[src/rtl/csr_pkg.sv]
// csr_pkg: CSR addresses, bit positions, operation/state enums and the RMW helper.
package csr_pkg;
    localparam logic [11:0] ADDR_MSTATUS = 12'h300;
    localparam logic [11:0] ADDR_MIE     = 12'h304;
    localparam logic [11:0] ADDR_MTVEC   = 12'h305;
    localparam logic [11:0] ADDR_MEPC    = 12'h341;
    localparam logic [11:0] ADDR_MCAUSE  = 12'h342;
    localparam logic [11:0] ADDR_MIP     = 12'h344;
    localparam logic [11:0] ADDR_MCYCLE  = 12'hB00;
    localparam logic [11:0] ADDR_MCYCLEH = 12'hB80;
    localparam logic [31:0] CAUSE_M_TIMER = 32'h8000_0007;
    localparam logic [31:0] VEC_OFFSET    = 32'd28;
    localparam int MIE_BIT  = 3;
    localparam int MPIE_BIT = 7;
    localparam int MTIE_BIT = 7;
    localparam int MTIP_BIT = 7;
    typedef enum logic [1:0] {NONE, WRITE, SET, CLEAR} csr_op_e;
    typedef enum logic {RUN, FLUSH} trap_state_e;
    function automatic logic [31:0] csr_apply(input csr_op_e op, input logic [31:0] old_v, input logic [31:0] wdata);
        return op == WRITE ? wdata : op == SET ? (old_v | wdata) : op == CLEAR ? (old_v & ~wdata) : old_v;
    endfunction
endpackage

[src/rtl/csr_trap_fsm.sv]
// csr_trap_fsm: RUN/FLUSH tracking, interrupt vs MRET arbitration and redirect target.
module csr_trap_fsm import csr_pkg::*; (
    input  logic        clk,
    input  logic        rst,
    input  logic        i_valid,
    input  logic        i_is_mret,
    input  logic        i_mie,
    input  logic        i_mtie,
    input  logic        i_mtip,
    input  logic [31:0] i_mtvec,
    input  logic [31:0] i_mepc,
    output logic        o_run,
    output logic        o_irq_take,
    output logic        o_mret_take,
    output logic        o_epc_taken,
    output logic [31:0] o_excp_pc
);
    trap_state_e r_state, w_next;
    always_ff @(posedge clk) begin
        if (rst) r_state <= RUN;
        else r_state <= w_next;
    end
    always_comb begin
        o_run = r_state == RUN;
        o_mret_take = i_valid & i_is_mret & o_run;
        o_irq_take = i_valid & ~i_is_mret & o_run & i_mie & i_mtie & i_mtip;
        o_epc_taken = o_irq_take | o_mret_take;
        w_next = o_epc_taken ? FLUSH : RUN;
        o_excp_pc = o_mret_take ? i_mepc :
                    o_irq_take ? (i_mtvec & ~32'h3) + (i_mtvec[0] ? VEC_OFFSET : 32'd0) : '0;
    end
endmodule

[src/rtl/csr_file.sv]
// csr_file: machine-mode CSR storage, read mux and timer-interrupt trap entry/return.
// Defining CSR_MCYCLE_EN adds the 64-bit mcycle counter at 0xB00/0xB80.
module csr_file import csr_pkg::*; #(
    parameter logic [31:0] RESET_MTVEC     = 32'h0000_0000,
    parameter int          IRQ_SYNC_STAGES = 2
) (
    input  logic        clk,
    input  logic        rst,
    input  logic        instr_valid,
    input  logic        csr_rd,
    input  logic        csr_wr,
    input  logic        is_mret,
    input  logic [1:0]  csr_op,
    input  logic [11:0] csr_addr,
    input  logic [31:0] csr_wdata,
    input  logic [31:0] pc,
    input  logic        timer_irq,
    output logic [31:0] csr_rdata,
    output logic        epc_taken,
    output logic [31:0] excp_pc
);
    logic [IRQ_SYNC_STAGES-1:0] r_sync;
    logic [IRQ_SYNC_STAGES:0]   w_sync_in;
    logic        r_mie, r_mpie, r_mtie;
    logic [31:0] r_mtvec, r_mepc, r_mcause;
    logic        w_valid, w_run, w_irq_take, w_mret_take, w_wr_en, w_mtip;
    logic [31:0] w_old, w_new;
`ifdef CSR_MCYCLE_EN
    logic [63:0] r_mcycle, w_cyc_inc;
`endif
    assign w_sync_in = {r_sync, timer_irq};
    assign w_mtip = r_sync[IRQ_SYNC_STAGES-1];
    assign w_valid = instr_valid & ~rst;
    csr_trap_fsm u_fsm (
        .clk(clk), .rst(rst), .i_valid(w_valid), .i_is_mret(is_mret),
        .i_mie(r_mie), .i_mtie(r_mtie), .i_mtip(w_mtip), .i_mtvec(r_mtvec), .i_mepc(r_mepc),
        .o_run(w_run), .o_irq_take(w_irq_take), .o_mret_take(w_mret_take),
        .o_epc_taken(epc_taken), .o_excp_pc(excp_pc)
    );
    always_comb begin
        w_old = '0;
        case (csr_addr)
            ADDR_MSTATUS: w_old = 32'(r_mie) << MIE_BIT | 32'(r_mpie) << MPIE_BIT;
            ADDR_MIE:     w_old = 32'(r_mtie) << MTIE_BIT;
            ADDR_MIP:     w_old = 32'(w_mtip) << MTIP_BIT;
            ADDR_MTVEC:   w_old = r_mtvec;
            ADDR_MEPC:    w_old = r_mepc;
            ADDR_MCAUSE:  w_old = r_mcause;
`ifdef CSR_MCYCLE_EN
            ADDR_MCYCLE:  w_old = r_mcycle[31:0];
            ADDR_MCYCLEH: w_old = r_mcycle[63:32];
`endif
            default:      w_old = '0;
        endcase
        csr_rdata = (csr_rd & w_valid) ? w_old : '0;
        w_new = csr_apply(csr_op_e'(csr_op), w_old, csr_wdata);
        // The instruction in MEM during FLUSH is wrong-path, and an interrupted one re-executes later.
        w_wr_en = csr_wr & w_valid & w_run & ~w_irq_take & ~w_mret_take & (csr_op_e'(csr_op) != NONE);
    end
    always_ff @(posedge clk) begin
        if (rst) begin
            r_sync   <= '0;
            r_mie    <= 1'b0;
            r_mpie   <= 1'b0;
            r_mtie   <= 1'b0;
            r_mtvec  <= RESET_MTVEC & ~32'h2;
            r_mepc   <= '0;
            r_mcause <= '0;
        end else begin
            r_sync <= w_sync_in[IRQ_SYNC_STAGES-1:0];
            if (w_irq_take) begin
                r_mepc   <= pc & ~32'h3;
                r_mcause <= CAUSE_M_TIMER;
                r_mpie   <= r_mie;
                r_mie    <= 1'b0;
            end else if (w_mret_take) begin
                r_mie  <= r_mpie;
                r_mpie <= 1'b1;
            end else if (w_wr_en) begin
                case (csr_addr)
                    ADDR_MSTATUS: begin
                        r_mie  <= w_new[MIE_BIT];
                        r_mpie <= w_new[MPIE_BIT];
                    end
                    ADDR_MIE:    r_mtie   <= w_new[MTIE_BIT];
                    ADDR_MTVEC:  r_mtvec  <= w_new & ~32'h2;
                    ADDR_MEPC:   r_mepc   <= w_new & ~32'h3;
                    ADDR_MCAUSE: r_mcause <= w_new;
                    default: ;
                endcase
            end
        end
    end
`ifdef CSR_MCYCLE_EN
    assign w_cyc_inc = r_mcycle + 64'd1;
    always_ff @(posedge clk) begin
        if (rst) r_mcycle <= '0;
        else begin
            r_mcycle[31:0]  <= (w_wr_en && csr_addr == ADDR_MCYCLE) ? w_new : w_cyc_inc[31:0];
            r_mcycle[63:32] <= (w_wr_en && csr_addr == ADDR_MCYCLEH) ? w_new : w_cyc_inc[63:32];
        end
    end
`endif
endmodule

[config.mk]
export PLATFORM = sky130hd
export DESIGN_NAME = csr_file
export DESIGN_NICKNAME = d
export VERILOG_FILES = /design/src/rtl/csr_pkg.sv /design/src/rtl/csr_trap_fsm.sv /design/src/rtl/csr_file.sv
export SDC_FILE = /design/constraint.sdc
export NUM_CORES = 1
export LEC_CHECK = 0
export ABC_AREA = 0
export CAP_MARGIN = 20
export CORE_MARGIN = 2
export CORE_UTILIZATION = 43
export CTS_CLUSTER_DIAMETER = 80
export DETAILED_ROUTE_END_ITERATION = 6
export PLACE_DENSITY = 0.7
export REMOVE_ABC_BUFFERS = 1
export SYNTH_ARGS = -nofsm -noshare
export SYNTH_HDL_FRONTEND = slang
export SYNTH_SLANG_ARGS = --single-unit
[constraint.sdc]
create_clock -name clk -period 6.5 [get_ports clk]
set_clock_uncertainty 0.15 [all_clocks]
set_input_delay 1.3 -clock clk [delete_from_list [all_inputs] [get_ports clk]]
set_output_delay 1.3 -clock clk [all_outputs]
set_load 0.02 [all_outputs]
# Word-level counts from Yosys, hierarchy flattened
# Cells that the tools add are included.
dict set report totals {
  out_inout_bits 65
  register_bits 99
  input_bits 85
  wordCells 84
}
dict set report classes {
  muxes 24
  n_addsub 1
  eq_ne 10
  bitwise 24
  reduce_logical 16
}
# cell n
set op_table {}
lappend op_table {{$mux W32} 14}
lappend op_table {{$pmux W32 S6} 1}
lappend op_table {{$eq A12 B10 Y1 const B} 6}
lappend op_table {{$add A32 B32 Y32} 1}
lappend op_table {{$and A32 B32 Y32} 1}
lappend op_table {{$not A32 Y32} 1}
lappend op_table {{$or A32 B32 Y32} 1}
lappend op_table {{$and A1 B1 Y1} 14}
lappend op_table {{$reduce_bool A2 Y1} 6}
lappend op_table {{$reduce_and A3 Y1} 3}
lappend op_table {{$mux W1} 8}
lappend op_table {{$or A4 B8 Y8} 1}
lappend op_table {{$reduce_and A4 Y1} 2}
lappend op_table {{$reduce_bool A3 Y1} 2}
lappend op_table {{$mux W5} 1}
lappend op_table {{$not A1 Y1} 5}
lappend op_table {{$eq A2 B2 Y1 const B} 2}
lappend op_table {{$reduce_and A2 Y1} 2}
lappend op_table {{$eq A2 B1 Y1 const B} 1}
lappend op_table {{$ne A2 B2 Y1 const B} 1}
lappend op_table {{$reduce_or A2 Y1} 1}
lappend op_table {{$or A1 B1 Y1} 1}

# Depth between registers and ports, before layout
# Gate-level depths: netlist (run 1).
dict set report logic_depth {
  depth_word 14
  mapped_depth 10
  depth_no_buf 8
}

# Cells and area by module
# From an unflattened synthesis (run 1), not the netlist that was laid out.
dict set report unflattened {
  cells_unflattened 792
  hier_area_um2 6267.3
}
# mod n_inst seq_area_each_um2 cells_per_inst area_each_um2
set by_module_without_submodules {}
lappend by_module_without_submodules {csr_file 1 1961.9 619 5175.0}
lappend by_module_without_submodules {csr_trap_fsm 1 20.0 173 1092.3}

# Least setup slack after synthesis (run 1)
# Ideal clock, no wire load.
dict set report synth_path {
  kind {in2out}
  startpoint {input csr_addr[5]}
  endpoint {output csr_rdata[1]}
  arrival_time_ps 3155
  setup_slack_ps 1895
  n_path_buf 3
  stages 6
  t_required_ps 5050
  cell_sequence {or3_1 buf_2 nor4_4 buf_6 buf_2 nor3b_1}
}
dict set report synth_via {
  elab_chain_cells 3
  word_cells_on_any_way 8
  cone_classes {eq/ne: 6; mux: 2}
}
# item line_no
set synth_lines {}
lappend synth_lines {{from (decl)} csr_file.sv:14} ;# input logic [11:0] csr_addr,
lappend synth_lines {{$eq A12 B10 Y1} csr_file.sv:42} ;# case (csr_addr)
lappend synth_lines {{$pmux W32 S6 (*)} csr_file.sv:42}
lappend synth_lines {{$mux W32 (*)} csr_file.sv:55} ;# csr_rdata = (csr_rd & w_valid) ? w_old : '0;
lappend synth_lines {{to (decl)} csr_file.sv:18} ;# output logic [31:0] csr_rdata,
# Mark *: on every way between the ends. The rest lies on a longest branch, timed or not.

# Worst setup path in the final report (run 1)
dict set report layout_path {
  startpoint {input csr_addr[5]}
  endpoint {output csr_rdata[2]}
}
# Same word-level chain as after synthesis.

==> out/metrics.cfg, run 1 <==
[cts]
cts_tree = yes
holdBufCountCts = 0
cts_resized = 0
clkTransAtPathRegs_ns = 0.07
h-tree-depth = 3
clk_latency_ns = 0.35
root_buffer = clkbuf_16
clock_path_buffers = 2
post_cts_buffers = 0
cts_made_buffers = 9
clock_sinks = 99

[setup_path]
cp.buffers_inverters = 2
cp_slowest_cell = clkdlybuf4s50_1
cp-start-kind = input pin
critPathRequiredTime_ns = 5.05
crit_path_end_kind = output port
path_max_fanout = 5
path_cells = clkdlybuf4s50_1 > or4_4 > nor3_1 > a32oi_1 > nor2_1 > a21oi_1 > nor2_1 > clkdlybuf4s50_1
crit_arrival_ns = 3.94
path_class = in -> out
critPathTopFamily = simple AND/OR/NAND/NOR gates
cpPeakStageDelay_ns = 0.64

[sta]
fmax_ghz = 0.185
fin_tns_setup_ns = 0
worst_pin_slew_ns = 1.01
rsz0062_at_grt = no
finalWorstSetupSlack_ns = 1.11
finalSetupViolations = 0
finalCritPeriodShare_pct = 83.0
maxSlewViolCount = 0
slew_headroom_pct = 32.7
hold_viol_final = 0
post-route-min-period_ns = 5.39

[floorplanning]
num_rows = 44
dieArea_sq_mm = 0.0158
io_pins = 150
coreArea_sq_mm = 0.0145
die_width_microns = 126
die_h_microns = 126
start_util_pct = 43.9

[synthesis]
yosysWarnings = 0
syn_area_per_cell_sq_um = 7.77
synthArstFlopShare_pct = 0
ys_seq_area_share_pct = 31.1
synth_seq_cells = 99
synth_edf_count = 0
synth.cell_area_sq_mm = 0.00638
postSynthCellCount = 821
synthFlopType = dfxtp_1
synth_cell_types = 61

[power]
clock_power_share_pct = 41.5
ir_worst_vdd_uv = 129
p_per_area_mw_per_mm2 = 161
p_sw_share_pct = 25.4
combinationalPowerShare_pct = 12.4
p_switching_mw = 0.335
pwr-share-seq_pct = 46.1
p_leak_nw = 2.48
p_int_mw = 0.984

[detailed_routing]
drtIter0Drc = 1009
drc = 0
routed_wl_microns = 22700
wl_per_cell_microns = 20.5
ant_nets = 0
num_vias = 6866
drtPass1Iterations = 6
viasPerCell = 6.20

[finish]
fillers = 1369
area_growth_pct = 28.1
antenna_cells = 0
drive_above_1_share_pct = 5.74
nets = 1008
most-common-layout-cells = 143 x clkdlybuf4s50_1, 102 x nand2_1, 99 x dfxtp_1, 57 x o21ai_0, 54 x nor2_1
final_common_cell = clkdlybuf4s50_1

[global_route]
grt_pass1_wl_microns = 35300
grt_pass1_vias = 6375
gr-usage-all-layers_pct = 28.0
grt_max_degree = 55
grt-ovfl-total = 0
antenna_found_initial = 0

[placed_design]
numPortBuffers = 145
dp_slack_ns = 1.15
dpl.hpwl_microns = 14300
place_congestion = 0.833

[run]
maxCapViolations = 0

[hold_path]
hold_class = reg -> reg

[outcome]
outcome = finished clean

-- power groups by stage --
| stage | Sequential (mW) | Combinational [mW] | Clock, mW |
|---|---|---|---|
| after floorplan | 0.622 | 0.0606 | 0 |
| after global placement | 0.622 | 0.159 | 0 |
| after detailed placement | 0.622 | 0.161 | 0 |
| after CTS | 0.608 | 0.161 | 0.554 |
| after global routing | 0.608 | 0.173 | 0.581 |
| final | 0.608 | 0.163 | 0.547 |
-- metrics by stage --
stage / area (sq um) / hold slack [ns] / power [mW] / utilization, % / cells
after floorplan: 6020 / 0.264 / 0.682 / - / 746
after CTS: 8180 / 0.311 / 1.32 / 56.3 / 1108
after global routing: 8180 / 0.319 / 1.36 / 56.3 / 1108
after global placement: 7880 / 0.275 / 0.781 / 54.2 / 1092
after detailed placement: 7880 / 0.293 / 0.783 / 54.2 / 1092
final: 8180 / 0.300 / 1.32 / 56.3 / 1108
-- Yosys cell counts, drive strengths merged (2+ instances only) --
| library cell | number | area share (%) |
|---|---|---|
| a211oi | 27 | 3.2 |
| a21o | 2 | 0.24 |
| a21oi | 31 | 2.4 |
| a222oi | 24 | 3.8 |
| a22o | 7 | 0.96 |
| a22oi | 51 | 6.1 |
| a311oi | 3 | 0.41 |
| a32oi | 3 | 0.41 |
| and2 | 5 | 0.49 |
| and3 | 15 | 1.5 |
| buf | 30 | 3.0 |
| clkbuf | 46 | 2.7 |
| dfxtp | 99 | 31 |
| ha | 3 | 0.59 |
| inv | 9 | 0.53 |
| mux2i | 3 | 0.47 |
| nand2 | 102 | 6.0 |
| nand2b | 7 | 0.69 |
| nand3 | 17 | 1.4 |
| nand3b | 32 | 3.8 |
| nand4 | 6 | 0.59 |
| nor2 | 56 | 3.5 |
| nor2b | 12 | 1.2 |
| nor3 | 14 | 1.3 |
| nor3b | 2 | 0.24 |
| nor4 | 10 | 2.3 |
| o21ai | 98 | 7.7 |
| o22ai | 28 | 2.7 |
| or3 | 7 | 0.69 |
| or3b | 2 | 0.31 |
| xnor2 | 39 | 5.4 |
| xor2 | 15 | 2.1 |
-- per-layer routing --
metal	global-route usage [%]	routed length (microns)
met3	6.33	2380
met4	9.05	417
met5	0	0
met2	43.5	10100
met1	38.9	9780
-- registers in the layout, indices dropped and copies added, names as in the netlist --
signal	cells
r_mcause	32
r_mtvec	31
r_mepc	30
r_mtie	1
u_fsm.r_state	1
r_sync	2
r_mie	1
r_mpie	1
-- cell type report --
type                    instances  area, sq um  share of cell area [%]
multi-input cells             638         4030                    49.3
flip-flops and latches         99         1980                    24.2
repair buffers                162         1610                    19.6
clock buffers                  11          233                    2.85
well taps                     184          230                    2.82
clock inverters                 5         61.3                   0.750
inverters                       9         33.8                   0.413
-- worst register-to-register path: cells and delay by family (launching register included) --
family	cells	cell delay [ns]
AOI/OAI and AO/OA	2	0.34
buffers and inverters	1	0.48
DFF	1	0.31
and+or+nand+nor	3	1.17
-- path summary, 6_finish.rpt --
path,from,endpoint,slack [ns],depth (start not counted)
min,r_sync[0],r_sync[1],0.30,1
max,csr_addr[5],csr_rdata[2],1.11,8
max reg2reg,u_fsm.r_state,r_mepc[30],3.92,6
min reg2reg,r_sync[0],r_sync[1],0.30,1
-- cell families after synthesis --
logic type	after synthesis	share of synthesized area, %
xor+xnor	54	7.41
flops	99	31.1
fa+ha+maj	4	0.902
mux	3	0.471
simple gates	295	25.1
compound gates	280	28.8
other cells	1	0.0588
buf+inv	85	6.23
(Power assumes the default switching activity.)
==> inputs of run 2 (changes only) <==
Clock period 6.5 ns to 5.1 ns, I/O delays scaled along.
==> run 2 against run 1 <==
Compared with the run above:
- the run now ends with DRC left
- setup slack lost 0.74 ns
- routed wire length up 0.90%
- combinational power up 30%
- sequential cell count did not move
- die area is the same
- cell count increased by 0.45%
==> out/metrics.cfg, run 2 (synthesis gave the netlist of run 1 again) <==
[outcome]
outcome = finished with violations
violations = DRC

[global_route]
grt_max_degree = 64  ; +16%
antenna_found_initial = 0  ; unchanged
grt_pass1_vias = 6375  ; unchanged
grt_pass1_wl_microns = 35800  ; +1.2%
grt-ovfl-total = 0  ; unchanged
gr-usage-all-layers_pct = 28.4  ; +0.32 points

[setup_path]
path_max_fanout = 39  ; +34
cpPeakStageDelay_ns = 0.64  ; about the same
crit_path_end_kind = output port
startpoint = csr_addr[5]
cp-start-kind = input pin
path_cells = clkdlybuf4s50_1 > or3_1 > nor4_4 > buf_12 > a222oi_1 > nor2_1 > clkdlybuf4s50_1
crit_arrival_ns = 3.56  ; -0.38 ns
critPathRequiredTime_ns = 3.93  ; -1.12 ns
crit_top_cell = clkdlybuf4s50_1
critPathTopFamily = buffers and inverters
cp.buffers_inverters = 3  ; +1
path_class = in -> out
cp_slowest_cell = clkdlybuf4s50_1
r2r-start = r_mie

[floorplanning]
die_h_microns = 126  ; unchanged
die_width_microns = 126  ; unchanged
coreArea_sq_mm = 0.0145  ; unchanged
num_rows = 44  ; unchanged
io_pins = 150  ; unchanged
start_util_pct = 43.9  ; unchanged
dieArea_sq_mm = 0.0158  ; unchanged

[power]
total_power_mw = 1.67  ; +26%
p_per_area_mw_per_mm2 = 203  ; +26%
ir_worst_vdd_uv = 169  ; +31%
p_leak_nw = 2.50  ; +0.66%

[sta]
rsz0062_at_grt = no
finalCritPeriodShare_pct = 92.8
fin_tns_setup_ns = 0  ; unchanged
slew_headroom_pct = 28.7  ; -4.1 points
whs_ns = 0.299  ; -0.00123 ns
maxSlewViolCount = 0  ; unchanged
hold_viol_final = 0  ; unchanged
fmax_ghz = 0.211
finalSetupViolations = 0  ; unchanged
post-route-min-period_ns = 4.73
worst_pin_slew_ns = 1.07  ; +0.0611 ns

[finish]
fin_cells = 1113  ; +0.45%
drive_above_1_share_pct = 6.35  ; +0.61 points
fillers = 1393  ; +1.8%
top_regs = r_mcause x32, r_mtvec x31, r_mepc x30
area_growth_pct = 28.4
antenna_cells = 0  ; unchanged
most-common-layout-cells = 143 x clkdlybuf4s50_1, 102 x nand2_1, 99 x dfxtp_1, 57 x o21ai_0, 54 x nor2_1
largest_register_ffs = 32  ; unchanged
top_register = r_mcause
nets = 1013  ; +0.50%
final_common_cell = clkdlybuf4s50_1

[cts]
holdBufCountCts = 0  ; unchanged
clkTransAtPathRegs_ns = 0.06  ; about the same
clock_sinks = 99  ; unchanged
h-tree-depth = 3  ; unchanged
clock_path_buffers = 2  ; unchanged
cts_tree = yes
root_buffer = clkbuf_16
clk_latency_ns = 0.35  ; about the same
cts_made_buffers = 9  ; unchanged
cts_resized = 0  ; unchanged
post_cts_buffers = 0  ; unchanged

[detailed_routing]
routed_wl_microns = 22900  ; +0.90%
num_vias = 6900  ; +0.50%
wl_per_cell_microns = 20.6  ; +0.45%
drtPass1Iterations = 7  ; +1
viasPerCell = 6.20  ; about the same
drc = 8  ; +8
drtIter0Drc = 1025  ; +1.6%
ant_nets = 0  ; unchanged

[hold_path]
hold_class = reg -> reg
min-delay-start = r_sync[0]

[placed_design]
dpl.hpwl_microns = 14600  ; +1.9%
numPortBuffers = 145  ; unchanged
place_congestion = 0.829  ; -0.46%
dp.cells = 1097  ; +0.46%

[run]
maxCapViolations = 0  ; unchanged

==> run 2: area by class of cell <==
| cell class | count | area, sq um | area share, % |
|---|---|---|---|
| clock buffer | 12 | 256 | 3.13 |
| clock inverter | 4 | 32.5 | 0.397 |
| inverter | 9 | 33.8 | 0.412 |
| multi-input combinational | 638 | 4020 | 49.0 |
| sequential | 99 | 1980 | 24.2 |
| tap | 184 | 230 | 2.81 |
| timing repair buffer | 167 | 1640 | 20.1 |
==> run 2: metrics by stage <==
step                worst slack [ns]  area, sq um  util [%]
floorplan                      0.191         6020         -
global placement               0.334         7910      54.4
detailed placement             0.364         7910      54.4
CTS                            0.364         8200      56.4
global route                   0.188         8200      56.4
finish                         0.366         8200      56.4
==> run 2: metal layers <==
layer	share of wire [%]	track usage [%]
met3	9.7	4.46
met5	0	0
met4	2.0	9.95
met2	45	43.8
met1	44	40.4
==> run 2: worst paths after layout <==
path / end / depth (start not counted) / slack (ns)
setup / recovery: csr_rdata[14] / 7 / 0.37
hold / removal: r_sync[1] / 1 / 0.30
setup reg to reg: r_mcause[15] / 6 / 2.55
hold reg to reg: r_sync[1] / 1 / 0.30
==> run 2: power breakdown <==
part	switching, mW	internal [mW]	leakage [nW]
Combinational	0.113	0.0980	1.57
Sequential	0.000774	0.774	0.798
Clock	0.318	0.361	0.135
==> run 2: worst register-to-register path, cell delays in order, from the launching register on <==
cell and delay (ns):
dfxtp_1 0.35, and4b_1 0.26, and4bb_1 0.30, and3_1 0.32, nor3_4 0.85, nand2_1 0.14, o21ai_1 0.11
==> inputs of run 3 (changes only) <==
Settings changed: TNS_END_PERCENT set to 30.
==> results of run 3 <==
The final DEF is identical to that of run 2; final timing and power are the same.
